$ cat src/rtl/msg_queue.sv
// Message queue: FWFT buffer between the parser and its consumer.
// Option MSG_QUEUE_DROP_ERR_EN: discard error messages instead of queuing them.
module msg_queue #(
  parameter int MAX_MSG_BYTES = 32,
  parameter int DEPTH         = 4,
  parameter int CNT_WIDTH     = 16
) (
  input  logic                       clk,
  input  logic                       rst,
  input  logic                       in_msg_valid,
  input  logic [15:0]                in_msg_length,
  input  logic [8*MAX_MSG_BYTES-1:0] in_msg_data,
  input  logic                       in_msg_error,
  output logic                       out_valid,
  input  logic                       out_ready,
  output logic [15:0]                out_length,
  output logic [8*MAX_MSG_BYTES-1:0] out_data,
  output logic                       out_error,
  output logic [$clog2(DEPTH):0]     q_count,
  output logic                       q_full,
  output logic [CNT_WIDTH-1:0]       drop_count,
  output logic [CNT_WIDTH-1:0]       err_count
);

  localparam int AW = $clog2(DEPTH);
  localparam int PW = AW + 1;
  localparam int DW = 8 * MAX_MSG_BYTES;
  localparam logic [PW-1:0] LAST = PW'(DEPTH - 1);

  typedef enum logic [1:0] {EMPTY, ACTIVE, FULL} state_t;

  state_t state, state_nxt;

  logic [PW-1:0] wptr, rptr, count;
  logic [15:0]   len_mem [DEPTH];
  logic [DW-1:0] data_mem [DEPTH];
  logic [DW-1:0] data_in;
  logic          err_in, pop, room;
  logic          wr, drop, err_inc;

  assign count   = wptr - rptr;
  assign q_count = count;

  assign err_in = in_msg_error
                | (in_msg_length == 16'd0)
                | (in_msg_length > 16'(MAX_MSG_BYTES));

  always_comb begin
    data_in = '0;
    for (int i = 0; i < MAX_MSG_BYTES; i++) begin
      if (16'(i) < in_msg_length)
        data_in[i*8 +: 8] = in_msg_data[i*8 +: 8];
    end
  end

  assign pop  = out_valid & out_ready;
  assign room = ~q_full | pop;

`ifdef MSG_QUEUE_DROP_ERR_EN
  assign wr      = in_msg_valid & ~err_in & room;
  assign drop    = in_msg_valid & ~err_in & ~room;
  assign err_inc = in_msg_valid & err_in;
`else
  assign wr      = in_msg_valid & room;
  assign drop    = in_msg_valid & ~room;
  assign err_inc = wr & err_in;
`endif

  always_ff @(posedge clk) begin
    if (wr) begin
      len_mem[wptr[AW-1:0]]  <= in_msg_length;
      data_mem[wptr[AW-1:0]] <= data_in;
    end
  end

  always_ff @(posedge clk) begin
    if (rst) begin
      wptr       <= '0;
      rptr       <= '0;
      drop_count <= '0;
      err_count  <= '0;
    end else begin
      if (wr)
        wptr <= wptr + PW'(1);
      if (pop)
        rptr <= rptr + PW'(1);
      if (drop && drop_count != '1)
        drop_count <= drop_count + CNT_WIDTH'(1);
      if (err_inc && err_count != '1)
        err_count <= err_count + CNT_WIDTH'(1);
    end
  end

  always_ff @(posedge clk) begin
    if (rst) state <= EMPTY;
    else     state <= state_nxt;
  end

  always_comb begin
    state_nxt = state;
    unique case (state)
      EMPTY:
        if (wr) state_nxt = ACTIVE;
      ACTIVE: begin
        if (wr && !pop && count == LAST)
          state_nxt = FULL;
        else if (pop && !wr && count == PW'(1))
          state_nxt = EMPTY;
      end
      FULL:
        if (pop && !wr) state_nxt = ACTIVE;
      default:
        state_nxt = EMPTY;
    endcase
  end

  always_comb begin
    out_valid = (state != EMPTY);
    q_full    = (state == FULL);
  end

  assign out_length = out_valid ? len_mem[rptr[AW-1:0]]  : '0;
  assign out_data   = out_valid ? data_mem[rptr[AW-1:0]] : '0;

`ifdef MSG_QUEUE_DROP_ERR_EN
  assign out_error = 1'b0;
`else
  logic err_mem [DEPTH];

  always_ff @(posedge clk) begin
    if (wr)
      err_mem[wptr[AW-1:0]] <= err_in;
  end

  assign out_error = out_valid & err_mem[rptr[AW-1:0]];
`endif

endmodule

$ cat config.mk
export PLATFORM = sky130hd
export DESIGN_NAME = msg_queue
export DESIGN_NICKNAME = d
export VERILOG_FILES = /design/src/rtl/msg_queue.sv
export SDC_FILE = /design/constraint.sdc
export NUM_CORES = 1
export LEC_CHECK = 0
export CORE_MARGIN = 2
export CORE_UTILIZATION = 50
export DETAILED_ROUTE_END_ITERATION = 12
export PLACE_DENSITY_LB_ADDON = 0.25
export SKIP_CTS_REPAIR_TIMING = 1
export SYNTH_ARGS = -nofsm -noshare
export SYNTH_HDL_FRONTEND = slang
export SYNTH_SLANG_ARGS = --single-unit
$ cat constraint.sdc
create_clock -name clk -period 8.5 [get_ports clk]
set_input_delay 1.275 -clock clk [delete_from_list [all_inputs] [get_ports clk]]
set_output_delay 1.275 -clock clk [all_outputs]
set_load 0.01 [all_outputs]
==> results by group, run 1 <==
Run status
  – Status: completed

Synth
  – Synth Area in Simple Gates: 9.05%
  – Adder-cell share of the synthesized area: 0.266%
  – Top FF cell, synth: edfxtp_1
  – Count of cell types in the netlist: 55
  – Largest family of logic cells by synthesized area: multiplexers
  – Cell Area, Synth: 0.0452 sq mm
  – Syn. warnings: 0
  – Multiplexer share of the synthesized area: 13.7%
  – Post-synth EDFFs: 1092
  – Xor-xnor portion of the synthesized cell area: 0.271%
  – Mapped Nets: 2591
  – Mean Syn Cell Area: 19.6 sq um
  – Register area share after synthesis: 74.4%
  – Syn Inst Count: 2305
  – Asr flop ratio synth: 0%
  – Synth Register Bits: 1134
  – Synth Area in Compound Gates: 1.16%

Floorplanning
  – Die X: 305 um
  – Site row count: 110
  – Initial cell density of the core: 50.3%
  – I/O pins: 587
  – Die H: 305 um
  – Die area: 0.0928 sq mm
  – Core ar.: 0.0897 sq mm

Worst setup path
  – Worst Setup End Kind: primary output
  – CP Max Fanout: 48
  – R2R depth: 4
  – Slowest-stage cell, CP: dfxtp_4
  – Slowest cell delay on critical path: 0.94 ns
  – Critical path data arrival time: 3.88 ns
  – Critical Path RT: 7.22 ns
  – Crit path launch type: flip-flop
  – Critical path type: flip-flop to primary output
  – Worst R2R Start: state[0]
  – FF-to-FF setup slack: 5.38 ns
  – Worst flop-to-flop path endpoint: data_mem[2][133]
  – Crit-path cells: buf_4 -> mux4_2 -> and2_1 -> clkdlybuf4s50_1

Cells and area
  – Leading cell type in the layout, fill and taps excluded: edfxtp_1
  – Number of nets in the layout: 3209
  – Synth-to-layout area growth: 23.9%
  – Finished Core Util: 62.4%
  – Most frequent cells in the layout: edfxtp_1 (1092), clkdlybuf4s50_1 (586), and2_1 (498)
  – Fin area: 0.0560 sq mm
  – Multi-input combinational cell area: 0.0110 sq mm
  – Filler cell count: 6306
  – Layout cells sized above 1: 15.8%
  – FF+latch area: 0.0336 sq mm

Detailed routing
  – Final WL: 107 mm
  – DR pass1 iterations: 5
  – DRC Markers: 0
  – DR WL/cell: 25.3 um
  – DR iter-0 viols: 1598
  – Post-DR vias/cell: 5.64
  – Vias: 23.8k
  – Final antenna-violating net count: 0

Worst hold path
  – Hold worst-path end: err_count[11]
  – Min-delay src: err_count[11]
  – Hold path cells: 2
  – Hold crit path type: flip-flop to flip-flop

STA
  – Final TNS setup: 0 ns
  – Hold Vio Cnt, Final: 0
  – Period utilization: 60.6%
  – Slew HR: 18.2%
  – Final Critical Period: 5.15 ns
  – RSZ-0062 raised after global routing: false
  – Pins over their slew limit: 0
  – Setup Viol. Count Final: 0
  – Worst slew pin tran: 1.22 ns
  – Max Fclk: 194 MHz
  – Setup ws final: 3.35 ns
  – WHS: 0.499 ns
  – Clk_skew: 0.0178 ns

Pwr
  – P_leak: 0.0177 uW
  – VDD IR max: 0.000191 V
  – Power per Cell Area: 222 mW/mm^2

Clock tree
  – CTS tree: yes
  – Sink Count: 1134
  – TritonCTS buffer count: 112
  – Clk buf depth: 3
  – CTS root buffer: clkbuf_16
  – Worst skew pair latency: 0.69 ns
  – Worst-path clk slew: 0.06 ns
  – CTS H-tree depth: 3

GRT
  – Largest net degree at the start of global routing: 147
  – Grt total ovfl: 0
  – First-pass GRT wire length: 158 mm
  – Vias in the first global route: 24.7k
  – Initial antenna violation count: 34
  – GRT Total Usage: 23.0%

Placed design
  – DP Wirelength: 66.4 mm
  – Dpl ws: 3.51 ns
  – GPL Wtd Cong: 0.761
  – I/O Buffers: 586
  – Area post-placement: 0.0524 sq mm

Flow run
  – Maxcap violations: 0
[where the power goes]
| group | leakage [uW] | total (uW) | internal, uW | switching, uW |
|---|---|---|---|---|
| Clock | 0.00175 | 4790 | 2760 | 2030 |
| Combinational | 0.00558 | 1200 | 626 | 572 |
| Sequential | 0.0104 | 6450 | 6390 | 62.5 |
| Total | 0.0177 | 12400 | 9770 | 2670 |
[cells in the mapped netlist (2+ instances only)]
cell type	instances	area share, %
xnor2_1	4	0.078
o31a_1	2	0.039
or2_2	2	0.028
and4_1	5	0.097
buf_1	17	0.14
xor2_1	10	0.19
or3_1	10	0.14
nor2b_1	32	0.44
or4_1	12	0.20
nand4_1	5	0.069
nor4_1	5	0.069
edfxtp_1	1092	73
nor2_1	29	0.24
o31ai_1	12	0.20
and3_1	3	0.042
o211ai_1	2	0.033
o2111ai_1	2	0.039
nand3_1	17	0.19
a21oi_1	23	0.25
ha_1	8	0.22
nand2_1	30	0.25
and2_1	502	7.0
buf_2	32	0.35
dfxtp_1	42	1.9
inv_1	15	0.12
mux4_2	273	14
o21a_1	6	0.10
o21ai_0	5	0.055
nand2b_1	3	0.042
nor3b_1	3	0.050
o21ai_1	21	0.23
clkbuf_1	57	0.47
nor3_1	2	0.022
[layer usage]
layer	GRT usage, %	vias up	part of all wire [%]
li1	-	10400	-
met1	29.1	12400	39
met2	38.1	760	51
met3	6.37	175	7.2
met4	8.47	36	3.0
met5	0	-	0.21
[critical path: cells and delay by family (launching register included)]
family / cells / cell delay, ns
buf+inv: 2 / 1.37
mux: 1 / 0.60
flops: 1 / 0.94
simple gates: 1 / 0.20
[kinds of logic (layout without fill, tap and decap cells)]
logic type | after synthesis | in the layout
xor gates and xnor gates | 14 | 14
muxes | 275 | 275
and+or+nand+nor | 669 | 669
other | 0 | 17
AOI/OAI and AO/OA | 81 | 81
DFF | 1134 | 1134
buffers and inverters | 123 | 834
adders and majority gates | 9 | 9
[metrics by stage]
step | total power, uW | instances
after floorplan | 7250 | 2305
after global placement | 7750 | 3985
after detailed placement | 7790 | 3985
after CTS | 12600 | 4192
after global routing | 12900 | 4205
final | 12400 | 4209
[cell type report]
class / instances / share of cell area, %
diodes: 17 / 0.0760
clock buffers: 142 / 5.34
repair buffers: 612 / 11.0
flip-flops and latches: 1134 / 60.1
inverters: 15 / 0.101
multi-input cells: 1048 / 19.7
well taps: 1176 / 2.63
clock inverters: 65 / 1.05
[flip-flops by register name, summed over array words and instances, names as in the netlist, named ones only]
name and count:
data_mem 1024, drop_count 16, err_count 16, err_mem 4, len_mem 64, rptr 3
state 2, wptr 3
[worst max path at each step]
stage                                  to  slack, ns
after floorplan            data_mem[3][0]      0.004
after global placement    data_mem[0][97]       3.52
after detailed placement  data_mem[0][97]       3.51
after CTS                    out_data[85]       3.15
after global routing         out_data[98]       3.03
final                        out_data[81]       3.35
No activity file was read; power rests on OpenSTA's default activity.
==> run 2: changes to the inputs <==
==> constraint.sdc (replaced) <==
create_clock -name clk -period 4.2 [get_ports clk]
set_input_delay 0.63 -clock clk [delete_from_list [all_inputs] [get_ports clk]]
set_output_delay 0.63 -clock clk [all_outputs]
set_load 0.01 [all_outputs]
==> run 2 against run 1 <==
Compared with the run above: cell count up 1.1%; clock-buffer cell count down 9; sequential power up 100%; routed wire length up 2.7%; total power up 100%; register-to-register slack worse by 3.7 ns; via count up 2.0%; flip-flop and latch count unchanged; critical path depth unchanged; core utilization up 0.88 points; design area up 1.4%; critical path type unchanged.
==> results by group, run 2 (same netlist as run 1, synthesis figures left out) <==
Run status
  – Status: completed

GRT
  – Grt total ovfl: 0
  – Initial antenna violation count: 12
  – GRT Total Usage: 23.4%
  – Vias in the first global route: 25.3k
  – Largest net degree at the start of global routing: 121
  – First-pass GRT wire length: 161 mm

Cells and area
  – Filler cell count: 6156
  – Leading cell type in the layout, fill and taps excluded: edfxtp_1
  – Layout cells sized above 1: 17.5%
  – Non-Filler Instances: 4255
  – Most frequent cells in the layout: edfxtp_1 (1092), clkdlybuf4s50_1 (586), and2_1 (498)
  – Max FFs per register: 1024
  – Synth-to-layout area growth: 25.7%
  – Number of nets in the layout: 3269

Placed design
  – I/O Buffers: 586
  – Placed cell count: 4045
  – GPL Wtd Cong: 0.811
  – DP Wirelength: 72.4 mm

Detailed routing
  – DR pass1 iterations: 7
  – Vias: 24.2k
  – DR iter-0 viols: 2186
  – DR WL/cell: 25.7 um
  – DRC Markers: 0
  – Final WL: 109 mm
  – Post-DR vias/cell: 5.70
  – Final antenna-violating net count: 0

Worst setup path
  – Crit path launch type: flip-flop
  – Critical path type: flip-flop to primary output
  – Critical path buffers and inverters: 2
  – Critical Path RT: 3.57 ns
  – Family with the most delay on the worst path: buffers and inverters
  – Crit-path cells: buf_12 -> mux4_2 -> and2_1 -> clkdlybuf4s50_1
  – Slowest-stage cell, CP: dfxtp_4
  – Slowest cell delay on critical path: 0.83 ns
  – Worst Setup End Kind: primary output
  – Critical path data arrival time: 3.23 ns
  – CP Max Fanout: 42

Floorplanning
  – Initial cell density of the core: 50.3%
  – Site row count: 110
  – Die X: 305 um
  – Core ar.: 0.0897 sq mm
  – Die H: 305 um
  – Die area: 0.0928 sq mm
  – I/O pins: 587

STA
  – Max Fclk: 259 MHz
  – WHS: 0.517 ns
  – Setup Viol. Count Final: 0
  – Clk_skew: 0.0206 ns
  – Final Critical Period: 3.86 ns
  – Pins over their slew limit: 0
  – Period utilization: 92.0%
  – RSZ-0062 raised after global routing: false
  – Slew HR: 33.5%
  – Worst slew pin tran: 0.994 ns
  – Hold Vio Cnt, Final: 0

Clock tree
  – CTS root buffer: clkbuf_16
  – Worst skew pair latency: 0.68 ns
  – TritonCTS buffer count: 112
  – Worst-path clk slew: 0.06 ns
  – Sink Count: 1134
  – CTS tree: yes
  – CTS H-tree depth: 3
  – Clk buf depth: 3

Pwr
  – VDD IR max: 0.000326 V
  – Power per Cell Area: 449 mW/mm^2
  – P_leak: 0.0181 uW

Flow run
  – Maxcap violations: 0

Worst hold path
  – Hold crit path type: flip-flop to flip-flop
-- run 2: cell types whose count changed in the layout (fill, tap and decap cells not counted), moves of 3 or more --
| cell | change |
|---|---|
| buf_4 | +35 |
| clkinv_2 | +3 |
| bufinv_16 | +3 |
| clkinv_1 | +4 |
| clkbuf_4 | -3 |
| buf_12 | +25 |
| clkbuf_1 | -5 |
| diode_2 | -14 |
| clkinv_8 | -3 |
-- run 2: final timing paths --
check               start                to  slack [ns]  cells past startpoint
max             flip-flop      out_data[39]        0.34                      4
min          err_count[6]      err_count[6]        0.52                      2
max reg2reg      state[0]  data_mem[0][102]        1.68                      4
min reg2reg  err_count[6]      err_count[6]        0.52                      2
-- run 2: tightest hold or removal path, stage by stage, from the launching register on --
cell     delay (ns)
dfxtp_1        0.34
o31ai_1        0.07
a21oi_1        0.06
-- run 2: power breakdown --
group / switching, uW / internal, uW
Sequential: 125 / 12900
Clock: 4120 / 5710
Combinational: 1240 / 1350
-- run 2: cell type report --
| type | count | area, sq um | area share [%] |
|---|---|---|---|
| Timing Repair Buffer | 672 | 6910 | 12.2 |
| Inverter | 15 | 56.3 | 0.0992 |
| Clock buffer | 133 | 2930 | 5.17 |
| Sequential cell | 1134 | 33600 | 59.3 |
| Tap cell | 1176 | 1470 | 2.59 |
| Clock inverter | 74 | 704 | 1.24 |
| Antenna cell | 3 | 7.51 | 0.0132 |
| Multi-Input combinational cell | 1048 | 11000 | 19.5 |
-- run 2: stage by stage --
| step | utilization (%) | instance area [sq um] | worst slack [ns] | total power [uW] | TNS (ns) |
|---|---|---|---|---|---|
| floorplan | - | 45200 | -0.566 | 14600 | -463.65 |
| global placement | 59.2 | 53100 | 0.175 | 15800 | 0 |
| detailed placement | 59.2 | 53100 | 0.110 | 15900 | 0 |
| CTS | 63.3 | 56800 | 0.234 | 25700 | 0 |
| global route | 63.3 | 56800 | 0.183 | 26300 | 0 |
| finish | 63.3 | 56800 | 0.335 | 25500 | 0 |
-- run 2: layer usage --
metal / global-route usage, % / vias up / wire (um)
li1: - / 10500 / -
met1: 31.3 / 12600 / 42600
met2: 39.4 / 1017 / 55800
met3: 4.65 / 151 / 8420
met4: 6.94 / 14 / 2480
met5: 0 / - / 85
